File: config.mk
export PLATFORM = sky130hd
export DESIGN_NAME = lb_echo_master
export DESIGN_NICKNAME = d
export VERILOG_FILES = /design/src/rtl/lb_echo_pkg.sv /design/src/rtl/lb_byte_fifo.sv /design/src/rtl/lb_echo_master.sv
export SDC_FILE = /design/constraint.sdc
export NUM_CORES = 1
export LEC_CHECK = 0
export CORE_MARGIN = 3
export CORE_UTILIZATION = 59
export CTS_BUF_LIST = sky130_fd_sc_hd__clkbuf_8
export CTS_CLUSTER_SIZE = 8
export DETAILED_ROUTE_END_ITERATION = 7
export PLACE_DENSITY = 0.91
export SKIP_CTS_REPAIR_TIMING = 1
export SYNTH_ARGS = -nofsm -noshare
export SYNTH_HDL_FRONTEND = slang
export SYNTH_SLANG_ARGS = --single-unit
export TNS_END_PERCENT = 30
File: constraint.sdc
create_clock -name clk -period 4.83 [get_ports clk]
set_input_delay 0.7245 -clock clk [delete_from_list [all_inputs] [get_ports clk]]
set_output_delay 0.7245 -clock clk [all_outputs]
set_load 0.01 [all_outputs]
File: src/rtl/lb_echo_pkg.sv
// Shared types and constants for the local-bus echo master.
// Register map, FSM state encoding and the ASCII case-fold helper.
package lb_echo_pkg;

   typedef enum logic [2:0] {
      S_IDLE,
      S_POLL,
      S_PWAIT,
      S_DECIDE,
      S_RX_RD,
      S_RWAIT,
      S_TX_WR
   } state_e;

   localparam logic ADR_DATA   = 1'b0;
   localparam logic ADR_STATUS = 1'b1;

   localparam int ST_RX_READY = 0;
   localparam int ST_TX_READY = 1;

   localparam logic [7:0] CHAR_LC_A = 8'h61;
   localparam logic [7:0] CHAR_LC_Z = 8'h7A;
   localparam logic [7:0] CASE_BIT  = 8'h20;

   function automatic logic [7:0] fold_case(input logic [7:0] b);
      return ((b >= CHAR_LC_A) && (b <= CHAR_LC_Z)) ? (b & ~CASE_BIT) : b;
   endfunction

endpackage

File: src/rtl/lb_byte_fifo.sv
// 8-bit synchronous FIFO; one extra pointer bit distinguishes full from empty.
module lb_byte_fifo #(
   parameter int DEPTH = 4
) (
   input  logic       clk,
   input  logic       reset_ns,
   input  logic       push_i,
   input  logic [7:0] wdata_i,
   input  logic       pop_i,
   output logic [7:0] rdata_o,
   output logic       empty_o,
   output logic       full_o
);
   localparam int AW = $clog2(DEPTH);
   localparam int PW = AW + 1;

   logic [7:0]    mem_q [DEPTH];
   logic [PW-1:0] wr_ptr_q, rd_ptr_q;

   assign empty_o = (wr_ptr_q == rd_ptr_q);
   assign full_o  = (wr_ptr_q[AW] != rd_ptr_q[AW]) &&
                    (wr_ptr_q[AW-1:0] == rd_ptr_q[AW-1:0]);
   assign rdata_o = mem_q[rd_ptr_q[AW-1:0]];

   always_ff @(posedge clk or negedge reset_ns) begin
      if (!reset_ns) begin
         wr_ptr_q <= '0;
         rd_ptr_q <= '0;
      end else begin
         if (push_i && !full_o)  wr_ptr_q <= wr_ptr_q + PW'(1);
         if (pop_i  && !empty_o) rd_ptr_q <= rd_ptr_q + PW'(1);
      end
   end

   always_ff @(posedge clk) begin
      if (push_i && !full_o) mem_q[wr_ptr_q[AW-1:0]] <= wdata_i;
   end

endmodule

File: src/rtl/lb_echo_master.sv
// Firmware-free UART echo: polls status, buffers RX bytes, writes them back to TX.
// Every bus output comes straight from a register; strobes are single-cycle.
module lb_echo_master
   import lb_echo_pkg::*;
#(
   parameter int FIFO_DEPTH = 4,
   parameter int READ_WAIT  = 1,
   parameter int CASE_FOLD  = 0
) (
   input  logic        clk,
   input  logic        reset_ns,
   input  logic        enable,
   input  logic [7:0]  data_out,
   output logic [7:0]  data_in,
   output logic        adrs,
   output logic        CSn,
   output logic        WE,
   output logic        OE,
   output logic        busy,
   output logic        fifo_full,
   output logic [15:0] byte_count
);
   localparam logic [2:0] WAIT_INIT = 3'(READ_WAIT - 1);

   state_e      state_q;
   logic [2:0]  wait_q;
   logic [1:0]  status_q;
   logic        csn_q, we_q, oe_q, adrs_q, busy_q, gap_q;
   logic [7:0]  data_q;
   logic [15:0] cnt_q;

   logic       fifo_empty, fifo_full_w, fifo_push, fifo_pop;
   logic [7:0] fifo_rdata, rx_byte;
   logic       go_tx, go_rx, txn_done, start_poll;

   assign go_tx = status_q[ST_TX_READY] && !fifo_empty;
   assign go_rx = status_q[ST_RX_READY] && !fifo_full_w;

   assign fifo_push = (state_q == S_RWAIT) && (wait_q == 3'd0);
   assign fifo_pop  = (state_q == S_TX_WR) && !gap_q;
   assign rx_byte   = (CASE_FOLD != 0) ? fold_case(data_out) : data_out;

   // TX_WR holds one quiet cycle after its strobe so the next POLL strobe is never adjacent.
   assign txn_done   = fifo_push || ((state_q == S_TX_WR) && gap_q) ||
                       ((state_q == S_DECIDE) && !go_tx && !go_rx);
   assign start_poll = enable && ((state_q == S_IDLE) || txn_done);

   lb_byte_fifo #(.DEPTH(FIFO_DEPTH)) u_fifo (
      .clk      (clk),
      .reset_ns (reset_ns),
      .push_i   (fifo_push),
      .wdata_i  (rx_byte),
      .pop_i    (fifo_pop),
      .rdata_o  (fifo_rdata),
      .empty_o  (fifo_empty),
      .full_o   (fifo_full_w)
   );

   always_ff @(posedge clk or negedge reset_ns) begin
      if (!reset_ns) begin
         state_q  <= S_IDLE;
         wait_q   <= '0;
         status_q <= '0;
         csn_q    <= 1'b1;
         we_q     <= 1'b0;
         oe_q     <= 1'b0;
         adrs_q   <= ADR_DATA;
         data_q   <= '0;
         cnt_q    <= '0;
         gap_q    <= 1'b0;
         busy_q   <= 1'b0;
      end else begin
         csn_q <= 1'b1;
         we_q  <= 1'b0;
         oe_q  <= 1'b0;
         case (state_q)
            S_POLL: begin
               state_q <= S_PWAIT;
               wait_q  <= WAIT_INIT;
            end
            S_PWAIT: begin
               if (wait_q == 3'd0) begin
                  status_q <= data_out[1:0];
                  state_q  <= S_DECIDE;
               end else begin
                  wait_q <= wait_q - 3'd1;
               end
            end
            S_DECIDE: begin
               if (go_tx) begin
                  state_q <= S_TX_WR;
                  csn_q   <= 1'b0;
                  we_q    <= 1'b1;
                  adrs_q  <= ADR_DATA;
                  data_q  <= fifo_rdata;
               end else if (go_rx) begin
                  state_q <= S_RX_RD;
                  csn_q   <= 1'b0;
                  oe_q    <= 1'b1;
                  adrs_q  <= ADR_DATA;
               end
            end
            S_RX_RD: begin
               state_q <= S_RWAIT;
               wait_q  <= WAIT_INIT;
            end
            S_RWAIT: begin
               if (wait_q != 3'd0) wait_q <= wait_q - 3'd1;
            end
            S_TX_WR: begin
               gap_q <= !gap_q;
               if (!gap_q) cnt_q <= cnt_q + 16'd1;
            end
            default: ;
         endcase

         // Transaction end (or IDLE with enable) overrides the per-state move above.
         if (start_poll) begin
            state_q <= S_POLL;
            csn_q   <= 1'b0;
            oe_q    <= 1'b1;
            adrs_q  <= ADR_STATUS;
            busy_q  <= 1'b1;
         end else if (txn_done) begin
            state_q <= S_IDLE;
            busy_q  <= 1'b0;
         end
      end
   end

   assign data_in    = data_q;
   assign adrs       = adrs_q;
   assign CSn        = csn_q;
   assign WE         = we_q;
   assign OE         = oe_q;
   assign busy       = busy_q;
   assign fifo_full  = fifo_full_w;
   assign byte_count = cnt_q;

endmodule

* Yosys cells after proc, flatten, opt, wreduce, memory -nomap -nowiden
Memory sizes are Yosys's and may differ from the RTL's. A register that Yosys moved wholly into a read port is not among the register bits.
Index checks and enable logic that the tools add are counted.
** Storage, ports and cells
- Register bits after elaboration :: 36
- Bits in writable memories :: 32
- Logic and storage cells :: 93
- Memories :: 1
** Operators by class
- $add $sub $neg :: 4
- Equal/unequal tests :: 13
- Mux-type cells :: 27
- Bitwise operators :: 1
- Reduce and logical (&&, ||, !) cells :: 35
** Memories
- u_fifo.mem_q :: words 4, width 8, read ports 1, clocked after Yosys merged registers in 1, write ports 1, line lb_byte_fifo.sv:17 : logic [7:0] mem_q [DEPTH];
** Operators by type and width (number)
- 2-to-1 mux 3 bit :: 7
- 2-to-1 mux 1 bit :: 18
- adder 16 x 1 -> 16 bit, second input constant :: 1
- case mux 3 bit (4 select lines) :: 1
- logical AND 1 bit :: 11
- equality test 3 bit, second input constant :: 3
- case mux 3 bit (3 select lines) :: 1
- nonzero test 3 bit :: 3
- AND reduction 2 bit :: 4
- adder 3 x 1 -> 3 bit, second input constant :: 2
- equality test 3 x 2 -> 1 bit, second input constant :: 2
- logical NOT 1 bit :: 6
- logical NOT 3 bit :: 2
- AND reduction 3 bit :: 2
- nonzero test 6 bit :: 1
- inequality test 5 bit, second input constant :: 1
- inequality test 4 bit, second input constant :: 1
- nonzero test 2 bit :: 2
- equality test 3 x 1 -> 1 bit, second input constant :: 1
- equality test 3 bit :: 1
- logical OR 1 bit :: 3
- subtractor 3 x 1 -> 3 bit, second input constant :: 1
- equality test 2 bit :: 1
- inequality test 2 x 1 -> 1 bit, second input constant :: 1
- 4 further kinds :: 4

* Logic depth before layout (Yosys ltp)
Gate-level depths: netlist (run 1).
- Word-level depth :: 11
- Gate-level depth with buffers :: 9

* Hierarchy
Synthesis (run 1) repeated with hierarchy kept, for this count alone.
** Second synthesis, totals
- Cells, all modules :: 257
- Area, all modules :: 3497.1 um2
** Modules (own cells, without submodules)
- lb_echo_master :: instances 1, cells an instance 167, area each 1801.7 um2, seq. area each 952.2 um2
- lb_byte_fifo :: instances 1, cells an instance 90, area each 1695.4 um2, seq. area each 1111.1 um2

* Least setup slack after synthesis (run 1)
No wires, ideal clock.
- Path kind :: register to register
- Start point :: register wait_q[0]
- End point :: memory u_fifo.mem_q[3][0], enable pin
- Library setup time :: 339 ps
- Arrival :: 1606 ps
- Setup slack :: 2885 ps
- Cell stages (with the launch flop) :: 8
- Path buffers :: 1
- Path through :: dfrtp_1 inv_1 ha_1 ha_1 clkbuf_1 nand4b_1 nor2_2 and2_1
** Between the ends
- Longest elaborated chain between the ends :: 5
** RTL lines
- from (decl) :: line lb_echo_master.sv:26 : logic [2:0] wait_q;
- from (signal assigned) :: line lb_echo_master.sv:86 : wait_q <= wait_q - 3'd1;
- from (signal assigned) :: line lb_echo_master.sv:108 : if (wait_q != 3'd0) wait_q <= wait_q - 3'd1;
- logical NOT 3 bit :: line lb_echo_master.sv:39 : assign fifo_push = (state_q == S_RWAIT) && (wait_q == 3'd0);
- logical AND 1 bit :: line lb_echo_master.sv:39
- logical AND 1 bit :: line lb_byte_fifo.sv:36 : if (push_i && !full_o) mem_q[wr_ptr_q[AW-1:0]] <= wdata_i;
- 2-to-1 mux 1 bit :: line lb_byte_fifo.sv:36
- 2-to-1 mux 1 bit (not written as such) :: line lb_byte_fifo.sv:36
- to (decl) :: line lb_byte_fifo.sv:17
No other way between the ends.

* Final worst setup path (run 1)
- Start point :: register u_fifo.rd_ptr_q[0]
- End point :: output fifo_full
** Between the ends
- Longest elaborated chain between the ends :: 2
** RTL lines
- from (decl) :: line lb_byte_fifo.sv:18 : logic [PW-1:0] wr_ptr_q, rd_ptr_q;
- from (signal assigned) :: line lb_byte_fifo.sv:31 : if (pop_i && !empty_o) rd_ptr_q <= rd_ptr_q + PW'(1);
- equality test 2 bit :: line lb_byte_fifo.sv:22 : (wr_ptr_q[AW-1:0] == rd_ptr_q[AW-1:0]);
- logical AND 1 bit :: line lb_byte_fifo.sv:21 : assign full_o = (wr_ptr_q[AW] != rd_ptr_q[AW]) &&
- to (decl) :: line lb_echo_master.sv:20 : output logic fifo_full,
No other way between the ends.

==> metrics.log, run 1 <==
[metrics] outcome: complete, no violations
[metrics] final std cells w/o fill: 349
[metrics] Overflow after GRT: 0
[metrics] total clock buffers created by CTS: 9
[metrics] Post-Route Skew: around 5.6 ps
[metrics] clock-pin slew on the worst setup and hold paths: 70 ps
[metrics] mapped cell area: 3390 um^2
[metrics] highest attainable clock frequency: approximately 340 MHz
[metrics] placement-stage cell area: 3820 um^2
[metrics] post-route ant nets: 0
[metrics] io pins: 41
[metrics] routability cong.: 0.816
[metrics] combinational cell fraction of total power: 35.1%
[metrics] Top Family by Delay on Critical Path: flip-flops
[metrics] Final setup viols: 0
[metrics] cell at the root of the clock tree: clkbuf_8
[metrics] vias in the first global route: ~2000
[metrics] critical setup path kind: reg -> out
[metrics] max-cap viol count: 0
[metrics] clock network fraction of total power: 20.2%
[metrics] count of yosys warnings during synthesis: 0
[metrics] utilization after layout: 75.1%
[metrics] number of vias after detailed routing: 2008
[metrics] launching element type of the critical path: flip-flop
[metrics] wire length of the first global-routing pass: 10.0 mm
[metrics] final cycle utilization of the critical path: 60.6%
[metrics] sequential share of power: between 40 and 50%
[metrics] setup repair after global routing missed its margin: no
[metrics] crit path DAT: 2200 ps
[metrics] Max Buffers Root-to-Sink: 2
[metrics] final period demand of the worst path: between 2000 and 3000 ps
[metrics] worst setup slack after layout: around 1900 ps
[metrics] power density of the placed cells: 563 nW/um^2
[metrics] H-Tree Level Count: 3
[metrics] Int Pwr: 1470 uW
[metrics] Sw Share: 34.8%
[metrics] clock tree from TritonCTS: built
[metrics] Seq/Total Area, Yosys: between 60% and 70%
[metrics] Die Span X: 81.8 um
[metrics] largest fanout on the critical path: 11
[metrics] area of the die: about 6700 um^2
[metrics] leading register cell type out of synthesis: dfrtp_1
[metrics] switching pwr: 787 uW
[metrics] all-layer global routing usage: 20.7%
[metrics] cell type contributing the most total cell area after synthesis: dfrtp_1
[metrics] number of search-and-repair iterations in the first detailed-routing pass: 5
[metrics] critical path's largest stage delay: 820 ps
[metrics] Area Growth Syn to Fin: 18.2%
[metrics] number of synthesized flops with an enable pin: 32
[metrics] total leakage power: 0.00160 uW
[metrics] half-perimeter wire length after detailed placement: 4.08 mm
[metrics] share of the synthesized area in the top cell type: between 30% and 40%
[metrics] placed instance count: ~330
[metrics] Cell Chain, Critical Path: xor2_4 > nor3_2 > clkdlybuf4s50_1
[metrics] crit path buf inv count: 1
[metrics] quantity of I/O buffers inserted on ports: 40
[metrics] insertion delay of the later-clocked pin in the worst-skew pair: 340 ps
[metrics] number of fillers in the final layout: between 300 and 400
[metrics] detailed router's first-iteration violation count: 53
[metrics] critical path required time: 4110 ps
[metrics] count of nets after finishing: 293
[metrics] sum of routed wire length over all layers: 6.10 mm
[metrics] slew at the pin closest to its max-slew limit: 947 ps
[metrics] commonest non-fill, non-tap cells in the layout: 43 x dfrtp_1, 39 x clkdlybuf4s50_1, 32 x edfxtp_1
[metrics] worst-case headroom to the max-slew limit: 36.8%
[metrics] number of rows in the core area: 26
[metrics] Die Y-Extent: around 82 um
[metrics] antenna diode instance count: 0
[metrics] vias per cell: 5.75
[metrics] CP endpoint kind: output pin
[metrics] number of antenna violations at the first check in global routing: 0
[metrics] post-synthesis net count: 250
[metrics] cell with the largest stage delay on the worst path: dfrtp_1
[metrics] number of distinct library cells after synthesis: 46
[metrics] final hold violation count: 0
[metrics] Clock Sink Count: 76
[metrics] proportion of register bits with asynchronous set or reset after synthesis: between 50% and 60%
[metrics] top post-synthesis cells by area: dfrtp_1 32%, edfxtp_1 28%, mux4_2 5.3%
[metrics] Routed WL per cell: approximately 17 um
[metrics] effective utilization at floorplan: between 60 and 70%
[metrics] largest vdd supply drop: 0.000522 V
[metrics] Synth Register Bits: 76
[metrics] DR DRC count: 0
[metrics] area of the core: 5340 um^2
[metrics] final max-slew violation count: 0
[metrics] Tightest Hold Check Type: reg -> reg
[metrics] Final Cell Area: 4010 um^2
[metrics] total negative slack: 0 ps
[metrics] Syn Inst Count: roughly 230
[metrics] worst setup slack before clock tree synthesis: 2310 ps
[metrics] largest net degree at the start of global routing: 45
[metrics] mean instance size in the synthesized netlist: 14.7 um^2
[metrics] most frequent standard cell in the layout excluding fill and tap cells: dfrtp_1
[metrics] fraction of layout instances using a drive strength above 1: 16.8%
-- power groups by stage --
| stage | clock, uW | combinational (uW) | sequential [uW] |
|---|---|---|---|
| floorplan | 0 | 592 | 959 |
| global placement | 0 | 750 | 1010 |
| detailed placement | 0 | 783 | 1020 |
| CTS | 462 | 799 | 1010 |
| global route | 492 | 866 | 1040 |
| finish | 456 | 791 | 1010 |
-- cells in the mapped netlist, types with 2 or more instances --
cell / count
dfrtp_1: 43
edfxtp_1: 32
nand2_1: 16
xnor2_1: 16
mux2_2: 10
and2_1: 8
ha_1: 8
inv_1: 8
mux4_2: 8
a21oi_1: 7
a21o_1: 6
nand3_1: 6
xor2_1: 5
and3_1: 4
buf_2: 4
nor2_1: 4
and4_1: 3
nor2b_1: 3
o21ai_0: 3
buf_6: 2
clkbuf_1: 2
mux2_1: 2
nand2_2: 2
nand2b_1: 2
nand4_1: 2
nand4b_1: 2
nor3_1: 2
o21ai_1: 2
xor2_4: 2
-- worst register-to-register path: cells and delay by family (launching register included) --
kind | cells | cell delay (ps)
DFF | 1 | 820
xor gates and xnor gates | 1 | 290
and+or+nand+nor | 3 | 810
-- worst paths after layout --
| check | startpoint | to | slack (ps) | cells after the start |
|---|---|---|---|---|
| max reg2reg | u_fifo.rd_ptr_q[0] | u_fifo.mem_q[3][1] | 2560 | 4 |
| max | u_fifo.rd_ptr_q[0] | fifo_full | 1900 | 3 |
| min in group asynchronous | reset_ns | data_in[2] | 510 | 1 |
| max in group asynchronous | reset_ns | u_fifo.wr_ptr_q[0] | 3710 | 1 |
| min reg2reg | byte_count[15] | byte_count[15] | 490 | 1 |
| min | byte_count[15] | byte_count[15] | 490 | 1 |
-- flip-flops by register name, indices dropped and copies added, names as in the netlist --
register,cells
u_fifo.rd_ptr_q,3
wait_q,3
u_fifo.wr_ptr_q,3
byte_count,16
status_q,2
gap_q,1
u_fifo.mem_q,32
data_in,8
state_q,3
CSn,1
WE,1
busy,1
adrs,1
OE,1
-- layer usage --
metal | wire length (um) | track usage (%) | share of wire [%]
met1 | 2540 | 25.9 | 42
met2 | 3120 | 32.9 | 51
met3 | 291 | 4.93 | 4.8
met4 | 155 | 12.1 | 2.5
met5 | 0 | 0 | 0
-- through the flow --
stage               hold slack, ps  power (uW)
floorplan                      429        1550
global placement               459        1760
detailed placement             476        1800
CTS                            490        2270
global route                   518        2390
finish                         488        2260
-- cells by family after synthesis --
group	after synthesis	share of synthesized area (%)
AND/OR/NAND/NOR	58	9.93
buffers and inverters	16	2.36
adder cells (fa/ha/maj)	8	2.95
XOR/XNOR	24	7.53
multiplexers	21	9.59
AO/OA/AOI/OAI	28	6.79
flip-flops	76	60.8
-- area by class of cell --
type	instances	area (um^2)	area share (%)
Sequential cell	76	2060	51.5
Multi-Input combinational cell	139	1250	31.1
Timing Repair Buffer	40	395	9.87
Clock buffer	9	124	3.09
Tap cell	70	87.6	2.19
Clock inverter	7	60.1	1.50
Inverter	8	30.0	0.749
(Power assumes the default switching activity.)
==> run 2, diff against run 1 <==
Settings changed: CORE_UTILIZATION 59 to 57, PLACE_DENSITY 0.91 to 0.88.
Clock period 4.83 ns to 2.8 ns, I/O delays scaled along.
==> run 2 against run 1 <==
Sequential share of layout area is 0.13 points lower. Non-clock buffer count is 1 higher. Routed wire length is 6.4% lower. First-iteration DRC count is 140% higher. Power is 69% higher. Combinational power is 73% higher. Flip-flop and latch count stayed put. Largest cell class unchanged.
==> metrics.log, run 2 (synthesized netlist as in run 1, its figures left out) <==
[metrics] Max Buffers Root-to-Sink: 2
[metrics] vias in the first global route: 1964
[metrics] wire length of the first global-routing pass: 9.57 mm
[metrics] reg-to-reg startpoint: wait_q[0]
[metrics] half-perimeter wire length after detailed placement: 3.98 mm
[metrics] worst hold slack after final layout: 239 ps
[metrics] crit path DAT: 2030 ps
[metrics] clock-pin slew on the worst setup and hold paths: 80 ps
[metrics] Clock Sink Count: 76
[metrics] final period demand of the worst path: 2450 ps
[metrics] placed instance count: 336
[metrics] Post-Route Skew: 10.5 ps
[metrics] total negative slack: 0 ps
[metrics] Routed WL per cell: 16.2 um
[metrics] most frequent standard cell in the layout excluding fill and tap cells: dfrtp_1
[metrics] setup repair after global routing missed its margin: no
[metrics] final hold violation count: 0
[metrics] Die Span X: 83.1 um
[metrics] launching element type of the critical path: flip-flop
[metrics] critical path required time: 2380 ps
[metrics] worst reg-to-reg path cell count: 6
[metrics] critical setup path kind: reg -> out
[metrics] end of the worst register-to-register path: u_fifo.mem_q[3][6]
[metrics] DR DRC count: 0
[metrics] largest net degree at the start of global routing: 45
[metrics] io pins: 41
[metrics] slew at the pin closest to its max-slew limit: 970 ps
[metrics] area of the core: 5640 um^2
[metrics] commonest non-fill, non-tap cells in the layout: 43 x dfrtp_1, 39 x clkdlybuf4s50_1, 32 x edfxtp_1
[metrics] H-Tree Level Count: 3
[metrics] largest fanout on the critical path: 11
[metrics] count of nets after finishing: 294
[metrics] antenna diode instance count: 0
[metrics] Tightest Hold Check Type: in -> async
[metrics] fraction of layout instances using a drive strength above 1: 16.8%
[metrics] number of rows in the core area: 27
[metrics] routability cong.: 0.802
[metrics] total clock buffers created by CTS: 9
[metrics] critical path endpoint: fifo_full
[metrics] post-route ant nets: 0
[metrics] reg2reg setup slack: 690 ps
[metrics] worst-case headroom to the max-slew limit: 35.3%
[metrics] Largest register FFs: 32
[metrics] power density of the placed cells: 951 nW/um^2
[metrics] quantity of I/O buffers inserted on ports: 40
[metrics] all-layer global routing usage: between 15 and 20%
[metrics] insertion delay of the later-clocked pin in the worst-skew pair: around 330 ps
[metrics] Die Y-Extent: 83.1 um
[metrics] final max-slew violation count: 0
[metrics] final cycle utilization of the critical path: 87.5%
[metrics] Final setup viols: 0
[metrics] final std cells w/o fill: 352
[metrics] worst setup slack before clock tree synthesis: 653 ps
[metrics] vias per cell: 5.51
[metrics] Critical Path Source: u_fifo.rd_ptr_q[1]
[metrics] effective utilization at floorplan: 60.1%
[metrics] CP endpoint kind: output pin
[metrics] outcome: complete, no violations
[metrics] Overflow after GRT: 0
[metrics] area of the die: 6910 um^2
[metrics] Area Growth Syn to Fin: 18.5%
[metrics] cell at the root of the clock tree: clkbuf_8
[metrics] detailed router's first-iteration violation count: 125
[metrics] highest attainable clock frequency: between 400 and 500 MHz
[metrics] number of search-and-repair iterations in the first detailed-routing pass: 4
[metrics] clock tree from TritonCTS: built
[metrics] total leakage power: 0.00160 uW
[metrics] worst setup slack after layout: 351 ps
[metrics] max-cap viol count: 0
[metrics] largest vdd supply drop: 0.000585 V
[metrics] number of vias after detailed routing: between 1500 and 2000
[metrics] number of antenna violations at the first check in global routing: 0
[metrics] sum of routed wire length over all layers: around 5.7 mm
-- run 2: report_power, final --
group          switching [uW]  leakage [uW]  internal (uW)
Clock                     361      0.000102            386
Combinational             639      0.000646            728
Sequential                288      0.000854           1420
Total                    1290       0.00160           2530
-- run 2: stage by stage --
| stage | instance area, um^2 | power, uW | util [%] |
|---|---|---|---|
| 2_1_floorplan | 3390 | 2680 | - |
| 3_3_place_gp | 3830 | 3060 | 68.0 |
| 3_5_place_dp | 3830 | 3110 | 68.0 |
| 4_1_cts | 4020 | 3870 | 71.2 |
| 5_1_grt | 4020 | 4070 | 71.2 |
| 6_report | 4020 | 3820 | 71.2 |
-- run 2: worst max-delay path, stage by stage (launching register included) --
cell and delay, ps:
dfrtp_1 700, xor2_4 180, nor3_2 250, clkdlybuf4s50_1 580
-- run 2: cell type report --
| cell class | instances | area (um^2) |
|---|---|---|
| Clock buffer | 12 | 165 |
| Multi-Input combinational cell | 139 | 1250 |
| Timing Repair Buffer | 41 | 403 |
| Sequential cell | 76 | 2060 |
| Tap cell | 72 | 90.1 |
| Fill cell | 356 | 1620 |
| Inverter | 8 | 30.0 |
| Clock inverter | 4 | 18.8 |
-- run 2: worst min path at each step --
stage	start	to	slack [ps]	cells past startpoint
after floorplan	reset_ns	OE	120	0
after global placement	byte_count[15]	byte_count[15]	460	1
after detailed placement	byte_count[15]	byte_count[15]	470	1
after CTS	reset_ns	data_in[3]	270	1
after global routing	reset_ns	data_in[3]	300	1
final	reset_ns	data_in[3]	240	1
-- run 2: metal layers --
layer	wire [um]	part of all wire, %	vias to the layer above	track usage [%]
met3	198	3.5	7	3.77
met1	2520	44	958	22.2
met4	94	1.6	0	8.47
li1	-	-	929	-
met2	2900	51	45	30.2
met5	0	0	-	0
==> run 3, diff against run 2 <==
Settings changed: CORE_UTILIZATION 57 to 52, PLACE_DENSITY 0.88 to 0.85.
Clock period 2.8 ns to 2.2 ns, I/O delays scaled along.
==> run 3 against run 2 <==
Critical path depth is 3 higher. Clock-buffer cell count down 3. Routed wire length rose by 0.33%. Register-to-register slack worse by 390 ps. Via count increased by 1.9%. Critical path type is now reg -> reg. Largest power group unchanged.
==> metrics.log, run 3 (synthesized netlist as in run 1, its figures left out) <==
[metrics] outcome: complete, no violations
[metrics] antenna diode instance count: 0
[metrics] number of search-and-repair iterations in the first detailed-routing pass: 4
[metrics] number of fillers in the final layout: about 430
[metrics] Largest register FFs: 32
[metrics] worst-case headroom to the max-slew limit: between 60% and 70%
[metrics] clock-pin slew on the worst setup and hold paths: 80 ps
[metrics] utilization after layout: 66.2%
[metrics] placed instance count: 345
[metrics] quantity of I/O buffers inserted on ports: 40
[metrics] total clock buffers created by CTS: 9
[metrics] sum of routed wire length over all layers: 5.73 mm
[metrics] power density of the placed cells: between 1000 and 1500 nW/um^2
[metrics] largest fanout on the critical path: 8
[metrics] largest net degree at the start of global routing: 30
[metrics] Die Y-Extent: 86.8 um
[metrics] number of vias after detailed routing: between 1500 and 2000
[metrics] total leakage power: roughly 0.0016 uW
[metrics] most frequent standard cell in the layout excluding fill and tap cells: dfrtp_1
[metrics] Tightest Hold Check Type: in -> async
[metrics] crit path DAT: around 1900 ps
[metrics] area of the core: 6130 um^2
[metrics] worst reg-to-reg path cell count: 6
[metrics] Clock Sink Count: 76
[metrics] critical path required time: 2180 ps
[metrics] largest vdd supply drop: 0.000930 V
[metrics] number of antenna violations at the first check in global routing: 0
[metrics] io pins: slightly above 40
[metrics] Top Family by Delay on Critical Path: simple AND/OR/NAND/NOR gates
[metrics] Cell Chain, Critical Path: inv_1 > ha_1 > ha_1 > nand4b_1 > nor2_2 > and2_1
[metrics] post-route ant nets: 0
[metrics] routability cong.: between 0.8 and 0.9
[metrics] Post-Route Skew: 10.7 ps
[metrics] cell with the largest stage delay on the worst path: and2_1
[metrics] area taken by multi-input logic gates: about 1300 um^2
[metrics] end of the worst register-to-register path: u_fifo.mem_q[1][0]
[metrics] critical path endpoint: u_fifo.mem_q[1][0]
[metrics] all-layer global routing usage: 17.0%
[metrics] Overflow after GRT: 0
[metrics] final period demand of the worst path: about 1900 ps
[metrics] reg-to-reg startpoint: wait_q[0]
[metrics] number of rows in the core area: 28
[metrics] Power Total: 4880 uW
[metrics] Worst path depth: 6
[metrics] CP most frequent cell: ha_1
[metrics] sequential cell area in the final layout: 2060 um^2
[metrics] reg2reg setup slack: about 300 ps
[metrics] count of nets after finishing: 301
[metrics] Final setup viols: 0
[metrics] fraction of layout instances using a drive strength above 1: 18.1%
[metrics] final cycle utilization of the critical path: 86.5%
[metrics] vias per cell: around 5.5
[metrics] insertion delay of the later-clocked pin in the worst-skew pair: ~340 ps
[metrics] DR DRC count: 0
[metrics] Critical Path Source: wait_q[0]
[metrics] Die Span X: 86.8 um
[metrics] Routed WL per cell: ~16 um
[metrics] Max Buffers Root-to-Sink: 2
[metrics] Area Growth Syn to Fin: 19.8%
[metrics] clock tree from TritonCTS: built
[metrics] critical setup path kind: reg -> reg
[metrics] vias in the first global route: 2049
[metrics] commonest non-fill, non-tap cells in the layout: 43 x dfrtp_1, 38 x clkdlybuf4s50_1, 32 x edfxtp_1
[metrics] highest attainable clock frequency: 525 MHz
[metrics] half-perimeter wire length after detailed placement: just over 4 mm
[metrics] crit path buf inv count: 1
[metrics] wire length of the first global-routing pass: 9.61 mm
[metrics] slew at the pin closest to its max-slew limit: 459 ps
[metrics] launching element type of the critical path: flip-flop
[metrics] effective utilization at floorplan: 55.3%
[metrics] final max-slew violation count: 0
[metrics] max-cap viol count: 0
[metrics] area of the die: 7530 um^2
[metrics] H-Tree Level Count: 3
[metrics] critical path's largest stage delay: 440 ps
[metrics] setup repair after global routing missed its margin: no
[metrics] final std cells w/o fill: 362
[metrics] final hold violation count: 0
[metrics] CP endpoint kind: flip-flop
[metrics] cell at the root of the clock tree: clkbuf_8
[metrics] detailed router's first-iteration violation count: 98
## run 3: area by class of cell
| cell class | count | share of cell area (%) |
|---|---|---|
| sequential | 76 | 50.8 |
| clock inverter | 7 | 0.893 |
| multi-input combinational | 139 | 30.9 |
| tap | 75 | 2.31 |
| inverter | 8 | 0.739 |
| clock buffer | 9 | 3.05 |
| timing repair buffer | 48 | 11.3 |
## run 3: metal layers
layer,track usage [%],up-vias,routed length [um]
met5,0,-,0
met4,8.07,0,101
met3,3.23,8,194
met2,28.4,37,2910
met1,21.2,990,2520
li1,-,940,-
## run 3: report_power, final
group	leakage (uW)	total, uW	switching (uW)	internal (uW)
registers	0.000854	2120	318	1810
logic	0.000699	1870	908	965
clock network	0.0000867	881	487	393
## run 3: worst register-to-register path, delay by kind of cell (launching register included)
| kind | cells | cell delay (ps) |
|---|---|---|
| adder cells (fa/ha/maj) | 2 | 300 |
| buffers and inverters | 1 | 80 |
| flip-flops | 1 | 360 |
| AND/OR/NAND/NOR | 3 | 810 |
## run 3: how the worst min path moves through the flow
stage / slack (ps) / cells after the start / endpoint / startpoint
floorplan: 30 / 0 / OE / reset_ns
global placement: 270 / 1 / byte_count[10] / reset_ns
detailed placement: 280 / 1 / byte_count[10] / reset_ns
CTS: -100 / 1 / byte_count[10] / reset_ns
global route: 480 / 2 / WE / reset_ns
finish: 430 / 2 / byte_count[10] / reset_ns
## run 3: per-stage QoR
step	area, um^2	hold slack, ps	setup TNS, ps	setup WS [ps]
2_1_floorplan	3390	34.4	0	255
3_3_place_gp	3880	270	0	343
3_5_place_dp	3880	275	0	289
4_1_cts	4040	-99.9	-57.9	-57.9
5_1_grt	4060	475	0	155
6_report	4060	430	0	296
